[src/rtl/multicycle_control.sv]
// multicycle_control: control FSM for a multicycle RV32-style datapath.
// Walks FETCH/DECODE/EXEC/MEM/WB, times out stalled memory requests, and
// parks in a sticky FAULT state on an illegal opcode or a memory timeout.
// Level outputs are registered from the next state. The write strobes that
// must fire in the same cycle as a memory ready are qualified combinationally
// by that ready input and the current state.
module multicycle_control #(
  parameter int ALUOP_W = 3,
  parameter bit EN_JUMP = 1'b1,
  parameter int TIMEOUT = 15
) (
  input  logic               i_clk,
  input  logic               i_rst_n,
  input  logic [6:0]         i_OPCode,
  input  logic               i_ImemReady,
  input  logic               i_DmemReady,
  output logic               o_ImemReq,
  output logic               o_DmemReq,
  output logic               o_DmemWe,
  output logic               o_IRWrite,
  output logic               o_PCWrite,
  output logic               o_RegWrite,
  output logic               o_Branch,
  output logic               o_Jump,
  output logic               o_MemToReg,
  output logic               o_ALUSrc1,
  output logic               o_ALUSrc2,
  output logic [ALUOP_W-1:0] o_ALUOp,
  output logic               o_Retire,
  output logic               o_Fault,
  output logic               o_Illegal,
  output logic [2:0]         o_State
);

  typedef enum logic [2:0] {
    ST_FETCH  = 3'd0,
    ST_DECODE = 3'd1,
    ST_EXEC   = 3'd2,
    ST_MEM    = 3'd3,
    ST_WB     = 3'd4,
    ST_FAULT  = 3'd5
  } state_t;

  typedef enum logic [3:0] {
    CL_NONE   = 4'd0,
    CL_R      = 4'd1,
    CL_I      = 4'd2,
    CL_LOAD   = 4'd3,
    CL_STORE  = 4'd4,
    CL_BRANCH = 4'd5,
    CL_LUI    = 4'd6,
    CL_AUIPC  = 4'd7,
    CL_JAL    = 4'd8,
    CL_JALR   = 4'd9
  } cls_t;

  // State-decoded (Moore) outputs, held in one register.
  typedef struct packed {
    logic       imem_req;
    logic       dmem_req;
    logic       dmem_we;
    logic       pc_write;
    logic       reg_write;
    logic       branch;
    logic       jump;
    logic       mem_to_reg;
    logic       alu_src1;
    logic       alu_src2;
    logic       retire;
    logic       fault;
    logic [2:0] alu_op;
  } mo_t;

  localparam logic [8:0] TIMEOUT_L = 9'(TIMEOUT);

  // Map an opcode to its instruction class; jumps are illegal when disabled.
  function automatic cls_t classify(input logic [6:0] op);
    cls_t cl;
    case (op)
      7'b0110011: cl = CL_R;
      7'b0010011: cl = CL_I;
      7'b0000011: cl = CL_LOAD;
      7'b0100011: cl = CL_STORE;
      7'b1100011: cl = CL_BRANCH;
      7'b0110111: cl = CL_LUI;
      7'b0010111: cl = CL_AUIPC;
      7'b1101111: cl = EN_JUMP ? CL_JAL : CL_NONE;
      7'b1100111: cl = EN_JUMP ? CL_JALR : CL_NONE;
      default:    cl = CL_NONE;
    endcase
    return cl;
  endfunction

  // Level outputs for a given state and instruction class.
  function automatic mo_t moore_out(input state_t st, input cls_t cl);
    mo_t mo;
    mo = '0;
    case (st)
      ST_FETCH: mo.imem_req = 1'b1;
      ST_EXEC: begin
        case (cl)
          CL_BRANCH:       mo.alu_op = 3'b001;
          CL_R:            mo.alu_op = 3'b010;
          CL_I:            mo.alu_op = 3'b011;
          CL_LUI:          mo.alu_op = 3'b100;
          CL_AUIPC:        mo.alu_op = 3'b101;
          CL_JAL, CL_JALR: mo.alu_op = 3'b110;
          default:         mo.alu_op = 3'b000;
        endcase
        mo.alu_src1 = (cl == CL_AUIPC) || (cl == CL_JAL);
        mo.alu_src2 = (cl != CL_R) && (cl != CL_BRANCH) && (cl != CL_NONE);
        mo.branch   = (cl == CL_BRANCH);
        mo.pc_write = (cl == CL_BRANCH);
        mo.retire   = (cl == CL_BRANCH);
      end
      ST_MEM: begin
        mo.dmem_req = 1'b1;
        mo.dmem_we  = (cl == CL_STORE);
      end
      ST_WB: begin
        mo.reg_write  = 1'b1;
        mo.pc_write   = 1'b1;
        mo.retire     = 1'b1;
        mo.mem_to_reg = (cl == CL_LOAD);
        mo.jump       = (cl == CL_JAL) || (cl == CL_JALR);
      end
      ST_FAULT: mo.fault = 1'b1;
      default:  mo = '0;
    endcase
    return mo;
  endfunction

  state_t     state_r;
  state_t     nxt_s;
  logic [6:0] op_r;
  logic [7:0] wait_r;
  logic [8:0] wait_inc_s;
  logic       illegal_r;
  mo_t        mo_r;
  cls_t       cls_s;
  cls_t       dec_cls_s;
  cls_t       nxt_cls_s;
  logic       store_done_s;
  logic       timeout_s;

  assign cls_s      = classify(op_r);
  assign dec_cls_s  = classify(i_OPCode);
  assign wait_inc_s = {1'b0, wait_r} + 9'd1;
  assign timeout_s  = (wait_inc_s == TIMEOUT_L);

  // Next-state decode; a ready seen on the timeout cycle still wins.
  always_comb begin
    nxt_s = ST_FAULT;
    case (state_r)
      ST_FETCH: begin
        if (i_ImemReady)    nxt_s = ST_DECODE;
        else if (timeout_s) nxt_s = ST_FAULT;
        else                nxt_s = ST_FETCH;
      end
      ST_DECODE: begin
        if (dec_cls_s == CL_NONE) nxt_s = ST_FAULT;
        else                      nxt_s = ST_EXEC;
      end
      ST_EXEC: begin
        if ((cls_s == CL_LOAD) || (cls_s == CL_STORE)) nxt_s = ST_MEM;
        else if (cls_s == CL_BRANCH)                   nxt_s = ST_FETCH;
        else                                           nxt_s = ST_WB;
      end
      ST_MEM: begin
        if (i_DmemReady) nxt_s = (cls_s == CL_LOAD) ? ST_WB : ST_FETCH;
        else if (timeout_s) nxt_s = ST_FAULT;
        else nxt_s = ST_MEM;
      end
      ST_WB:    nxt_s = ST_FETCH;
      ST_FAULT: nxt_s = ST_FAULT;
      default:  nxt_s = ST_FAULT;
    endcase
  end

  // Class used for the registered outputs: the opcode being captured in DECODE.
  always_comb begin
    if (state_r == ST_DECODE) nxt_cls_s = dec_cls_s;
    else                      nxt_cls_s = cls_s;
  end

  // FSM state, captured opcode, wait counter, fault cause and registered outputs.
  always_ff @(posedge i_clk) begin
    if (!i_rst_n) begin
      state_r   <= ST_FETCH;
      op_r      <= 7'b0000000;
      wait_r    <= 8'd0;
      illegal_r <= 1'b0;
      mo_r      <= moore_out(ST_FETCH, CL_NONE);
    end else begin
      state_r <= nxt_s;
      mo_r    <= moore_out(nxt_s, nxt_cls_s);
      if (state_r == ST_DECODE) op_r <= i_OPCode;
      else                      op_r <= op_r;
      if ((nxt_s == state_r) && ((state_r == ST_FETCH) || (state_r == ST_MEM)))
        wait_r <= wait_inc_s[7:0];
      else
        wait_r <= 8'd0;
      if ((state_r == ST_DECODE) && (nxt_s == ST_FAULT)) illegal_r <= 1'b1;
      else                                               illegal_r <= illegal_r;
    end
  end

  assign store_done_s = (state_r == ST_MEM) && (cls_s == CL_STORE) && i_DmemReady;

  // Write strobes are suppressed while reset is held so an abandoned
  // instruction never retires.
  assign o_IRWrite  = i_rst_n && (state_r == ST_FETCH) && i_ImemReady;
  assign o_PCWrite  = i_rst_n && (mo_r.pc_write || store_done_s);
  assign o_Retire   = i_rst_n && (mo_r.retire || store_done_s);
  assign o_RegWrite = i_rst_n && mo_r.reg_write;

  assign o_ImemReq  = mo_r.imem_req;
  assign o_DmemReq  = mo_r.dmem_req;
  assign o_DmemWe   = mo_r.dmem_we;
  assign o_Branch   = mo_r.branch;
  assign o_Jump     = mo_r.jump;
  assign o_MemToReg = mo_r.mem_to_reg;
  assign o_ALUSrc1  = mo_r.alu_src1;
  assign o_ALUSrc2  = mo_r.alu_src2;
  assign o_ALUOp    = ALUOP_W'(mo_r.alu_op);
  assign o_Fault    = mo_r.fault;
  assign o_Illegal  = illegal_r;
  assign o_State    = state_r;

endmodule

[config.mk]
export PLATFORM = sky130hd
export DESIGN_NAME = multicycle_control
export DESIGN_NICKNAME = d
export VERILOG_FILES = /design/src/rtl/multicycle_control.sv
export SDC_FILE = /design/constraint.sdc
export NUM_CORES = 1
export LEC_CHECK = 0
export CORE_MARGIN = 5
export CORE_UTILIZATION = 55
export DETAILED_ROUTE_END_ITERATION = 16
export PLACE_DENSITY = 0.83
export SLEW_MARGIN = 25
export SYNTH_ARGS = -nofsm -noshare
export SYNTH_HDL_FRONTEND = slang
export SYNTH_SLANG_ARGS = --single-unit
export TNS_END_PERCENT = 50
[constraint.sdc]
create_clock -name i_clk -period 3.7 [get_ports i_clk]
set_input_delay 0.555 -clock i_clk [delete_from_list [all_inputs] [get_ports i_clk]]
set_output_delay 0.555 -clock i_clk [all_outputs]
set_load 0.005 [all_outputs]
==> flow_summary.json <==
{
  "yosysMostFrequentCell": "dfxtp_1",
  "syn-cell-area_mm2": 0.00177,
  "portBuffers": 30,
  "htreeDepth": 2,
  "ir_worst_vdd_v": 0.000205,
  "p_leak_nw": 0.733,
  "maxCapViolations": 0,
  "start_util": 0.575,
  "syn_inst": 217,
  "multiInputGateArea_mm2": 0.00100,
  "grt_util_all_layers": 0.177,
  "die_area_mm2": 0.00445,
  "combPwrFrac": 0.198,
  "endpoint_kind": "output pin",
  "drive_above_1_share": 0.0868,
  "synth.area.top_cells": "dfxtp_1 37%, nand2_1 6.2%, nor2_1 5.3%",
  "coreArea_mm2": 0.00308,
  "numCtsBuffers": 5,
  "yosysSeqAreaShare": 0.373,
  "met3_usage": 0.0489,
  "synth-edff-count": 0,
  "via_per_inst": 5.60,
  "cp.required_ps": 3140,
  "criticalPathCategory": "input port to output pin",
  "pwr-share-clk": 0.256,
  "postCtsHoldBufs": 0,
  "yosysUniqueCellTypes": 52,
  "dp.final_hpwl_um": 2750,
  "row_count": 20,
  "cts_tree": "done",
  "period_share": 0.758,
  "final-hold-violation-count": 0,
  "maxSlewHeadroom": 0.527,
  "slew_violations": 0,
  "grt_pass1_wl_um": 6100,
  "p_per_area_mw_per_mm2": 346,
  "io_pins": 31,
  "via_count": 1602,
  "gp_congestion": 0.786,
  "yosys.area.top_type": "dfxtp_1",
  "yosys_warnings": 0,
  "clockBufferDepth": 2,
  "synth-main-ff-cell": "dfxtp_1",
  "synth_area_per_cell_um2": 8.15,
  "fp.dieW_um": 66.7,
  "setup-tns-final_ps": 0,
  "use_met1": 0.244,
  "drc": 0,
  "ctsResizeCount": 0,
  "drtAntennaViolNets": 0,
  "fin_util": 0.682,
  "critPathLaunchType": "input port",
  "clk_latency_ps": 330,
  "grt-busiest-layer": "met2",
  "drt_pass1_iterations": 4,
  "p_int_mw": 0.512,
  "antenna_found_initial": 0,
  "crit_fanout": 3,
  "ys_ff_latch": 33,
  "finalClockSkew_ps": 9.51,
  "synthesis.nets": 230,
  "final_nets": 254,
  "clk_pin_slew_ps": 90,
  "nFillCells": 284,
  "antenna_cells": 0,
  "wire_per_inst_um": 12.7,
  "netSwitchingPower_mw": 0.213,
  "cp.arrival_ps": 2250,
  "place_area_mm2": 0.00205,
  "hold_slack_ps": 473,
  "dieHeight_um": 66.7,
  "syn_to_final_growth_pct": 18.6,
  "grt.overflow.total": 0,
  "regArea_um2": 661,
  "grt_max_degree": 17,
  "pwr-share-seq": 0.545,
  "finalSetupViolCount": 0,
  "drt_iter0_drc": 130,
  "status": "complete, no violations",
  "synthTopCellsByCount": "33 x dfxtp_1, 29 x nand2_1, 25 x nor2_1",
  "max_freq_mhz": 357,
  "rsz0062_at_grt": "false",
  "clock_sinks": 33,
  "wl_um": 3640,
  "post-cts-setup-buffers": 0,
  "grt_pass1_vias": 1366,
  "async_reset_ff_frac": 0,
  "post-route-cell-area_mm2": 0.00210,
  "swShare": 0.294,
  "synth_top_area_share": 0.373,
  "root_buffer": "clkbuf_4",
  "worst_pin_slew_ps": 704,
  "hold_path.class": "flop to flop",
  "grtUsageMet2": 0.274,
  "period_minus_slack_ps": 2800
}
==> layout make-up <==
| cell class | instances | share of cell area |
|---|---|---|
| Clock inverter | 2 | 0.00477 |
| Clock buffer | 6 | 0.0197 |
| Inverter | 6 | 0.0107 |
| Timing Repair Buffer | 31 | 0.147 |
| Sequential cell | 33 | 0.315 |
| Multi-Input combinational cell | 164 | 0.477 |
| Tap cell | 44 | 0.0262 |
==> metal layers <==
| layer | wire, um | vias up |
|---|---|---|
| met5 | 0 | - |
| met4 | 38 | 0 |
| met3 | 216 | 6 |
| met2 | 1660 | 41 |
| met1 | 1720 | 740 |
| li1 | - | 815 |
==> through the flow <==
step | std cells | total power [mW] | worst slack [ps]
floorplan | 217 | 0.500 | 1360
global placement | 278 | 0.545 | 831
detailed placement | 278 | 0.547 | 755
CTS | 286 | 0.728 | 875
global route | 286 | 0.770 | 727
finish | 286 | 0.726 | 896
==> kinds of logic (layout without fill, tap and decap cells) <==
group,count (synthesis),after routing,share of synthesized area
simple gates,103,103,0.306
buf+inv,20,45,0.0608
flops,33,33,0.373
xor+xnor,10,10,0.0538
compound gates,49,49,0.192
fa+ha+maj,2,2,0.0141
==> power groups by stage <==
stage | combinational, mW | clock (mW) | sequential [mW]
floorplan | 0.107 | 0 | 0.393
global placement | 0.142 | 0 | 0.403
detailed placement | 0.143 | 0 | 0.403
CTS | 0.144 | 0.189 | 0.395
global route | 0.158 | 0.213 | 0.399
finish | 0.144 | 0.186 | 0.396
==> path summary, 6_finish.rpt <==
kind / startpoint / depth (start not counted) / slack, ps / end
worst max-delay path: i_DmemReady / 7 / 900 / o_Retire
worst min-delay path: op_r[0] / 2 / 470 / op_r[0]
worst max register to register: o_State[0] / 5 / 1170 / o_ALUOp[1]
worst min register to register: op_r[0] / 2 / 470 / op_r[0]
==> critical path, cell delays in order <==
cell	delay, ps
clkdlybuf4s50_1	520
nor2b_1	200
nand4_1	130
nor2_1	140
nor2_1	50
nor2_1	130
clkdlybuf4s50_1	530
==> cells in the final DEF, fill, tap and decap left out, types with 2 or more instances in the layout <==
master | synthesis | final
or4_1 | 3 | 3
clkdlybuf4s50_1 | 0 | 30
ha_1 | 2 | 2
nor4_1 | 2 | 2
and2_1 | 3 | 3
nand2_2 | 2 | 2
xnor2_1 | 3 | 3
a21oi_1 | 17 | 17
o21ai_0 | 6 | 6
nor3_2 | 2 | 2
dfxtp_1 | 33 | 33
xor2_1 | 6 | 6
nand3b_1 | 4 | 4
a211oi_1 | 4 | 4
nand4_1 | 3 | 3
clkinv_2 | 0 | 2
nand2b_1 | 3 | 3
and3_1 | 2 | 2
o22ai_1 | 3 | 3
clkbuf_4 | 0 | 5
o31ai_1 | 2 | 2
nand3_1 | 4 | 4
or3_1 | 2 | 2
nor3_1 | 6 | 6
inv_1 | 6 | 6
a2111oi_1 | 3 | 3
nor2_1 | 25 | 25
nor4bb_1 | 2 | 2
nor2b_1 | 5 | 5
nand2_1 | 29 | 29
==> flip-flops by register name, summed over array words and instances, names as in the netlist <==
| name | cells |
|---|---|
| o_MemToReg | 1 |
| mo_r | 2 |
| o_Jump | 1 |
| op_r | 7 |
| o_ALUSrc2 | 1 |
| o_Fault | 1 |
| o_State | 3 |
| o_DmemReq | 1 |
| o_ImemReq | 1 |
| o_ALUOp | 3 |
| o_DmemWe | 1 |
| o_Illegal | 1 |
| o_Branch | 1 |
| o_ALUSrc1 | 1 |
| wait_r | 8 |
Note: power is estimated with default switching activity, not from simulation.
